$ cat config.mk
export PLATFORM = sky130hd
export DESIGN_NAME = mem_lsu_flat
export DESIGN_NICKNAME = d
export VERILOG_FILES = /design/src/rtl/mem_lsu_pkg.sv /design/src/rtl/mem_lsu_if.sv /design/src/rtl/mem_lsu_align.sv /design/src/rtl/mem_lsu.sv /design/src/flat_wrapper.sv
export SDC_FILE = /design/constraint.sdc
export NUM_CORES = 1
export LEC_CHECK = 0
export CAP_MARGIN = 5
export CORE_AREA = 2 2 147 149
export DETAILED_ROUTE_END_ITERATION = 8
export DIE_AREA = 0 0 149 151
export PLACE_DENSITY = 0.69
export SYNTH_ARGS = -nofsm -noshare
export SYNTH_HDL_FRONTEND = slang
export SYNTH_SLANG_ARGS = --single-unit
$ cat constraint.sdc
create_clock -name clk -period 2.4 [get_ports clk]
set_input_delay 0.48 -clock clk [delete_from_list [all_inputs] [get_ports clk]]
set_output_delay 0.48 -clock clk [all_outputs]
set_load 0.01 [all_outputs]
$ cat src/rtl/mem_lsu_pkg.sv
// rtl/mem_lsu_pkg.sv - shared memory-op encodings, access sizes and LSU state enum
package mem_lsu_pkg;

    localparam int MemOpBus = 4;

    typedef enum logic [MemOpBus-1:0] {
        OP_NONE = 4'd0,
        OP_LB   = 4'd1,
        OP_LBU  = 4'd2,
        OP_LH   = 4'd3,
        OP_LHU  = 4'd4,
        OP_LW   = 4'd5,
        OP_SB   = 4'd6,
        OP_SH   = 4'd7,
        OP_SW   = 4'd8
    } mem_op_e;

    typedef enum logic [1:0] {
        SZ_BYTE = 2'd0,
        SZ_HALF = 2'd1,
        SZ_WORD = 2'd2
    } mem_size_e;

    typedef enum logic [1:0] {
        ST_IDLE = 2'd0,
        ST_REQ  = 2'd1,
        ST_DONE = 2'd2
    } lsu_state_e;

endpackage

$ cat src/rtl/mem_lsu_if.sv
// rtl/mem_lsu_if.sv - LSU data bus bundle with master (LSU) and slave (memory) views
interface mem_lsu_if;

    logic        bus_req_o;
    logic        bus_we_o;
    logic [31:0] bus_addr_o;
    logic [3:0]  bus_sel_o;
    logic [31:0] bus_wdata_o;
    logic        bus_ack_i;
    logic [31:0] bus_rdata_i;

    modport master (
        output bus_req_o, bus_we_o, bus_addr_o, bus_sel_o, bus_wdata_o,
        input  bus_ack_i, bus_rdata_i
    );

    modport slave (
        input  bus_req_o, bus_we_o, bus_addr_o, bus_sel_o, bus_wdata_o,
        output bus_ack_i, bus_rdata_i
    );

endinterface

$ cat src/rtl/mem_lsu_align.sv
// rtl/mem_lsu_align.sv - big-endian lane select, store replication and load extension
module mem_align
    import mem_lsu_pkg::*;
(
    input  logic [MemOpBus-1:0] op_i,
    input  logic [1:0]          off_i,
    input  logic [31:0]         sdata_i,
    input  logic [31:0]         rdata_i,
    output logic                is_mem_o,
    output logic                is_store_o,
    output logic                misalign_o,
    output logic [3:0]          sel_o,
    output logic [31:0]         wdata_o,
    output logic [31:0]         ldata_o
);

    mem_size_e   size;
    logic        sign_ext;
    logic [7:0]  byte_lane;
    logic [15:0] half_lane;

    always_comb begin
        is_mem_o   = 1'b1;
        is_store_o = 1'b0;
        size       = SZ_BYTE;
        sign_ext   = 1'b0;
        case (op_i)
            OP_LB:   sign_ext = 1'b1;
            OP_LBU:  size = SZ_BYTE;
            OP_LH:   begin size = SZ_HALF; sign_ext = 1'b1; end
            OP_LHU:  size = SZ_HALF;
            OP_LW:   size = SZ_WORD;
            OP_SB:   is_store_o = 1'b1;
            OP_SH:   begin size = SZ_HALF; is_store_o = 1'b1; end
            OP_SW:   begin size = SZ_WORD; is_store_o = 1'b1; end
            default: is_mem_o = 1'b0;
        endcase
    end

    // Byte 0 of a word lives in bits 31:24.
    always_comb begin
        case (off_i)
            2'd0:    byte_lane = rdata_i[31:24];
            2'd1:    byte_lane = rdata_i[23:16];
            2'd2:    byte_lane = rdata_i[15:8];
            default: byte_lane = rdata_i[7:0];
        endcase
        half_lane = off_i[1] ? rdata_i[15:0] : rdata_i[31:16];
    end

    always_comb begin
        misalign_o = 1'b0;
        sel_o      = 4'b1111;
        wdata_o    = sdata_i;
        ldata_o    = rdata_i;
        case (size)
            SZ_BYTE: begin
                sel_o   = 4'b1000 >> off_i;
                wdata_o = {4{sdata_i[7:0]}};
                ldata_o = {{24{sign_ext & byte_lane[7]}}, byte_lane};
            end
            SZ_HALF: begin
                misalign_o = off_i[0];
                sel_o      = off_i[1] ? 4'b0011 : 4'b1100;
                wdata_o    = {2{sdata_i[15:0]}};
                ldata_o    = {{16{sign_ext & half_lane[15]}}, half_lane};
            end
            default: misalign_o = |off_i;
        endcase
        misalign_o = misalign_o & is_mem_o;
    end

endmodule

$ cat src/rtl/mem_lsu.sv
// rtl/mem_lsu.sv - MEM-stage load/store unit: stalls the pipeline around one bus access
module mem_lsu
    import mem_lsu_pkg::*;
(
    input  logic                clk,
    input  logic                rst,
    input  logic [4:0]          mem_wd_i,
    input  logic                mem_wreg_i,
    input  logic [31:0]         mem_wdata_i,
    input  logic                mem_whilo_i,
    input  logic [31:0]         mem_hi_i,
    input  logic [31:0]         mem_lo_i,
    input  logic [MemOpBus-1:0] mem_op_i,
    input  logic [31:0]         mem_addr_i,
    input  logic [31:0]         mem_sdata_i,
    output logic [4:0]          wb_wd_o,
    output logic                wb_wreg_o,
    output logic [31:0]         wb_wdata_o,
    output logic                wb_whilo_o,
    output logic [31:0]         wb_hi_o,
    output logic [31:0]         wb_lo_o,
    output logic                stallreq_o,
    output logic                align_err_o,
    mem_lsu_if.master           bus
);

    lsu_state_e          state_q, state_d;
    logic [MemOpBus-1:0] op_q;
    logic [1:0]          off_q;
    logic                bus_req_q, bus_we_q;
    logic [31:0]         bus_addr_q, bus_wdata_q, load_data_q;
    logic [3:0]          bus_sel_q;
    logic                launch;

    logic [MemOpBus-1:0] al_op;
    logic [1:0]          al_off;
    logic                al_is_mem, al_is_store, al_misalign;
    logic [3:0]          al_sel;
    logic [31:0]         al_wdata, al_ldata;

    // Decode live inputs while idle; the latched op drives load extension during the access.
    assign al_op  = (state_q == ST_IDLE) ? mem_op_i : op_q;
    assign al_off = (state_q == ST_IDLE) ? mem_addr_i[1:0] : off_q;

    mem_align u_align (
        .op_i       (al_op),
        .off_i      (al_off),
        .sdata_i    (mem_sdata_i),
        .rdata_i    (bus.bus_rdata_i),
        .is_mem_o   (al_is_mem),
        .is_store_o (al_is_store),
        .misalign_o (al_misalign),
        .sel_o      (al_sel),
        .wdata_o    (al_wdata),
        .ldata_o    (al_ldata)
    );

    assign wb_wd_o    = mem_wd_i;
    assign wb_whilo_o = mem_whilo_i;
    assign wb_hi_o    = mem_hi_i;
    assign wb_lo_o    = mem_lo_i;

    assign bus.bus_req_o   = bus_req_q;
    assign bus.bus_we_o    = bus_we_q;
    assign bus.bus_addr_o  = bus_addr_q;
    assign bus.bus_sel_o   = bus_sel_q;
    assign bus.bus_wdata_o = bus_wdata_q;

    always_comb begin
        state_d     = state_q;
        launch      = 1'b0;
        stallreq_o  = 1'b0;
        align_err_o = 1'b0;
        wb_wreg_o   = mem_wreg_i;
        wb_wdata_o  = mem_wdata_i;
        case (state_q)
            ST_IDLE: begin
                if (al_is_mem) begin
                    wb_wreg_o = 1'b0;
                    if (al_misalign) begin
                        align_err_o = 1'b1;
                    end else begin
                        stallreq_o = 1'b1;
                        launch     = 1'b1;
                        state_d    = ST_REQ;
                    end
                end
            end
            ST_REQ: begin
                stallreq_o = 1'b1;
                wb_wreg_o  = 1'b0;
                if (bus.bus_ack_i) begin
                    state_d = ST_DONE;
                end
            end
            ST_DONE: begin
                if (!bus_we_q) begin
                    wb_wdata_o = load_data_q;
                end
                state_d = ST_IDLE;
            end
            default: state_d = ST_IDLE;
        endcase
        if (rst) begin
            stallreq_o  = 1'b0;
            align_err_o = 1'b0;
            wb_wreg_o   = 1'b0;
            launch      = 1'b0;
            state_d     = ST_IDLE;
        end
    end

    always_ff @(posedge clk) begin
        if (rst) begin
            state_q     <= ST_IDLE;
            op_q        <= '0;
            off_q       <= '0;
            bus_req_q   <= 1'b0;
            bus_we_q    <= 1'b0;
            bus_addr_q  <= '0;
            bus_sel_q   <= '0;
            bus_wdata_q <= '0;
            load_data_q <= '0;
        end else begin
            state_q <= state_d;
            if (launch) begin
                op_q        <= mem_op_i;
                off_q       <= mem_addr_i[1:0];
                bus_req_q   <= 1'b1;
                bus_we_q    <= al_is_store;
                bus_addr_q  <= {mem_addr_i[31:2], 2'b00};
                bus_sel_q   <= al_sel;
                bus_wdata_q <= al_wdata;
            end
            if (state_q == ST_REQ && bus.bus_ack_i) begin
                bus_req_q <= 1'b0;
                if (!bus_we_q) begin
                    load_data_q <= al_ldata;
                end
            end
        end
    end

endmodule
$ cat src/flat_wrapper.sv
// flat-port wrapper written by rule: the top's interface ports become plain ports
module mem_lsu_flat import mem_lsu_pkg::*;
  (clk, rst, mem_wd_i, mem_wreg_i, mem_wdata_i, mem_whilo_i, mem_hi_i, mem_lo_i, mem_op_i, mem_addr_i, mem_sdata_i, wb_wd_o, wb_wreg_o, wb_wdata_o, wb_whilo_o, wb_hi_o, wb_lo_o, stallreq_o, align_err_o, bus_bus_req_o, bus_bus_we_o, bus_bus_addr_o, bus_bus_sel_o, bus_bus_wdata_o, bus_bus_ack_i, bus_bus_rdata_i);
  mem_lsu_if bus_i ();
  input  logic clk;
  input  logic rst;
  input  logic [4:0] mem_wd_i;
  input  logic mem_wreg_i;
  input  logic [31:0] mem_wdata_i;
  input  logic mem_whilo_i;
  input  logic [31:0] mem_hi_i;
  input  logic [31:0] mem_lo_i;
  input  logic [MemOpBus-1:0] mem_op_i;
  input  logic [31:0] mem_addr_i;
  input  logic [31:0] mem_sdata_i;
  output logic [4:0] wb_wd_o;
  output logic wb_wreg_o;
  output logic [31:0] wb_wdata_o;
  output logic wb_whilo_o;
  output logic [31:0] wb_hi_o;
  output logic [31:0] wb_lo_o;
  output logic stallreq_o;
  output logic align_err_o;
  output wire logic [$bits(bus_i.bus_req_o)-1:0] bus_bus_req_o;
  output wire logic [$bits(bus_i.bus_we_o)-1:0] bus_bus_we_o;
  output wire logic [$bits(bus_i.bus_addr_o)-1:0] bus_bus_addr_o;
  output wire logic [$bits(bus_i.bus_sel_o)-1:0] bus_bus_sel_o;
  output wire logic [$bits(bus_i.bus_wdata_o)-1:0] bus_bus_wdata_o;
  input wire logic [$bits(bus_i.bus_ack_i)-1:0] bus_bus_ack_i;
  input wire logic [$bits(bus_i.bus_rdata_i)-1:0] bus_bus_rdata_i;
  assign bus_bus_req_o = bus_i.bus_req_o;
  assign bus_bus_we_o = bus_i.bus_we_o;
  assign bus_bus_addr_o = bus_i.bus_addr_o;
  assign bus_bus_sel_o = bus_i.bus_sel_o;
  assign bus_bus_wdata_o = bus_i.bus_wdata_o;
  assign bus_i.bus_ack_i = bus_bus_ack_i;
  assign bus_i.bus_rdata_i = bus_bus_rdata_i;
  mem_lsu u_core (.clk(clk), .rst(rst), .mem_wd_i(mem_wd_i), .mem_wreg_i(mem_wreg_i), .mem_wdata_i(mem_wdata_i), .mem_whilo_i(mem_whilo_i), .mem_hi_i(mem_hi_i), .mem_lo_i(mem_lo_i), .mem_op_i(mem_op_i), .mem_addr_i(mem_addr_i), .mem_sdata_i(mem_sdata_i), .wb_wd_o(wb_wd_o), .wb_wreg_o(wb_wreg_o), .wb_wdata_o(wb_wdata_o), .wb_whilo_o(wb_whilo_o), .wb_hi_o(wb_hi_o), .wb_lo_o(wb_lo_o), .stallreq_o(stallreq_o), .align_err_o(align_err_o), .bus(bus_i));
endmodule
==> metrics.md <==
| Metric | Value |
|---|---|
| Yosys cell types | `57` |
| Mapped cell area | `6230 µm²` |
| Outcome | `finished, violations left` |
| Pins Over Slew Limit | `0` |
| Die width | `149 µm` |
| Worst path cell trace | `buf_6 -> nor4_4 -> a21oi_4 -> or3_4 -> and3_2 -> a21oi_2 -> nor3_2 -> buf_2` |
| Area of the multi-input gates | `3410 µm²` |
| Nets | `1146` |
| Area contributors post-synth | `dfxtp_1 35%, a21oi_1 9.3%, buf_4 9.3%, o21ai_0 6.9%, mux2_2 6.1%` |
| Worst Path Arrival | `2220 ps` |
| Fin worst setup slack | `-295 ps` |
| Post-synthesis sequential area ratio | `0.347` |
| Largest net degree at the start of global routing | `76` |
| Hpwl dp | `16500 µm` |
| Slowest stage delay, CP | `380 ps` |
| Synth area leader | `dfxtp_1` |
| 1st-pass router iterations | `5` |
| Primary FF master, synth | `dfxtp_1` |
| Slew @ Worst Pin | `925 ps` |
| Vias in the first global route | `6248` |
| IR drop worst, VDD | `0.361 mV` |
| Setup-failing EPs final | `124` |
| Port bufs | `238` |
| Failing checks | `setup timing` |
| Initial DRC Count | `387` |
| Area of the die | `22500 µm²` |
| CP max stage cell | `dfxtp_4` |
| Antenna violations before repair | `2` |
| Family with the most delay on the worst path | `simple AND/OR/NAND/NOR gates` |
| Clock tree from TritonCTS | `done` |
| Vias/cell | `5.29` |
| WL final | `23400 µm` |
| Filler cell count in the final layout | `2057` |
| Endpoint type of the worst setup path | `output port` |
| Power Total | `7.26 mW` |
| DR DRC count | `0` |
| Share of cells above drive strength 1 | `0.244` |
| Top-Level Pins | `381` |
| Final Util | `0.456` |
| Tmin final | `2700 ps` |
| Vias | `6450` |
| Inserted Clock Buffers | `9` |
| Buf/Inv on CP | `2` |
| Synthesized instance count | `742` |
| WL/cell | `19.2 µm` |
| Reg clk slew, reported paths | `80 ps` |
| Register area | `2170 µm²` |
| Clk buf depth | `2` |
| Yosys Warn Count | `0` |
| Die height | `151 µm` |
| Most frequent cell after synthesis | `a21oi_1` |
| Antenna-violating nets left | `0` |
| Endpoints failing hold | `0` |
| Core Box Area | `20800 µm²` |
| Asr flop ratio synth | `0` |
| First-pass GRT wire length | `35400 µm` |
| Power Dens Cells | `765 nW/µm²` |
| Normalized max-slew margin | `0.384` |
| Syn-to-layout area delta | `52.4%` |
| Fmax | `0.371 GHz` |
| Fin Hold WS | `476 ps` |
| CTS sink count | `108` |
| Initial Utilization | `0.299` |
| H-tree levels | `3` |
| RSZ-0062 raised after global routing | `yes` |
| Top-area cell type share of the netlist area | `0.347` |
| Pre-CTS setup slack | `-848 ps` |
| Crit share post-route | `1.12` |
| GR Util All Layers | `0.200` |
| Hold_buf cts | `0` |
| Worst setup path class | `flip-flop to output port` |
| CTS root buf | `clkbuf_16` |
| Later-pin clock latency in the skew report | `350 ps` |
| Worst Hold Class | `flip-flop to flip-flop` |
| Count of flip-flops with a built-in enable after synthesis | `0` |
| Syn avg cell area | `8.40 µm²` |
| CP Launch Type | `flip-flop` |
| Worst EP required | `1920 ps` |
| Rows | `53` |
| Yosys reg bits | `108` |
| Final Wtd Congestion | `0.869` |
| Fin Setup TNS | `-15150 ps` |
| Antenna diodes | `0` |
| Max-cap violation count | `0` |
| Leakage | `3.57 nW` |
| Setup Skew | `9.02 ps` |
| Max FO, Critical Path | `6` |
| Global-route congestion overflow total | `0` |
| Synth cell count leaders | `116 x a21oi_1, 108 x dfxtp_1, 86 x o21ai_0, 77 x buf_4, 68 x nand3_1` |
-- routing by layer --
| metal | vias to the layer above | track usage | share of wire |
|---|---|---|---|
| li1 | 3038 | - | - |
| met1 | 3078 | 0.263 | 0.43 |
| met2 | 289 | 0.334 | 0.48 |
| met3 | 41 | 0.0494 | 0.076 |
| met4 | 4 | 0.0452 | 0.015 |
| met5 | - | 0 | 0.0011 |
-- path summary, 6_finish.rpt --
path / slack, ps / from / cells past startpoint / end
max: -300 / u_core.state_q[0] / 8 / stallreq_o
min: 480 / u_core.bus.bus_addr_o[17] / 2 / u_core.bus.bus_addr_o[17]
max reg2reg: -200 / u_core.state_q[1] / 8 / u_core.bus.bus_wdata_o[29]
min reg2reg: 480 / u_core.bus.bus_addr_o[17] / 2 / u_core.bus.bus_addr_o[17]
-- stage by stage --
stage                     area, µm²  cells
after floorplan                6280    743
after global placement         8710   1183
after detailed placement       8710   1183
after CTS                      9340   1220
after global routing           9500   1219
final                          9500   1219
-- sequential cells by signal, indices dropped and copies added, names as in the netlist --
register                cells
u_core.bus.bus_addr_o      30
u_core.bus.bus_req_o        1
u_core.bus.bus_sel_o        4
u_core.bus.bus_wdata_o     32
u_core.bus.bus_we_o         1
u_core.load_data_q         32
u_core.off_q                2
u_core.op_q                 4
u_core.state_q              2
-- cell families (layout without fill, tap and decap cells) --
kind of cell           after synthesis  after routing  share of synthesized area
buffers and inverters              143            344                      0.146
AND/OR/NAND/NOR                    139            139                      0.116
multiplexers                        43             43                     0.0759
flip-flops                         108            108                      0.347
AO/OA/AOI/OAI                      308            308                      0.315
other                                1              2                   0.000602
-- layout make-up --
cell class,count,share of cell area
Multi-Input combinational cell,492,0.359
Clock buffer,11,0.0266
Timing Repair Buffer,326,0.345
Clock inverter,4,0.00356
Inverter,3,0.00119
Sequential cell,108,0.228
Tap cell,275,0.0362
-- power by group --
group / switching, mW / internal, mW / leakage [nW]
Combinational: 1.81 / 1.69 / 2.54
Clock: 0.696 / 0.764 / 0.138
Sequential: 0.187 / 2.12 / 0.888
-- repair_timing --
| action | CTS | global route |
|---|---|---|
| gates cloned | 3 | 0 |
| pin swaps | 8 | 3 |
| buffers inserted | 20 | 2 |
| setup endpoints to repair | 142 | 142 |
| resized for setup | 205 | 42 |
-- layout by cell type, fill, tap and decap left out, types with 3 or more instances in the layout --
cell type / Yosys / layout
a21oi_2: 13 / 14
a211oi_1: 3 / 3
buf_2: 17 / 4
a22oi_1: 10 / 10
a21o_1: 7 / 7
buf_4: 77 / 64
a311oi_1: 17 / 17
o22ai_1: 7 / 7
buf_6: 8 / 42
buf_12: 0 / 11
o21a_1: 3 / 3
nor2b_1: 7 / 7
dlygate4sd2_1: 0 / 4
a21oi_1: 116 / 114
a211oi_2: 13 / 12
nor2_1: 9 / 8
nand3_1: 68 / 67
mux2_4: 0 / 32
inv_1: 3 / 3
nand2_1: 28 / 28
o21ai_0: 86 / 83
clkbuf_16: 0 / 9
clkdlybuf4s50_1: 0 / 198
a31oi_1: 16 / 16
dfxtp_1: 108 / 106
mux2i_1: 9 / 9
o211a_1: 3 / 3
-- worst min-delay path: stages, from the launching register on --
cell and delay [ps]:
dfxtp_1 310, o21ai_0 60, a21oi_1 60
Note: power is estimated with default switching activity, not from simulation.
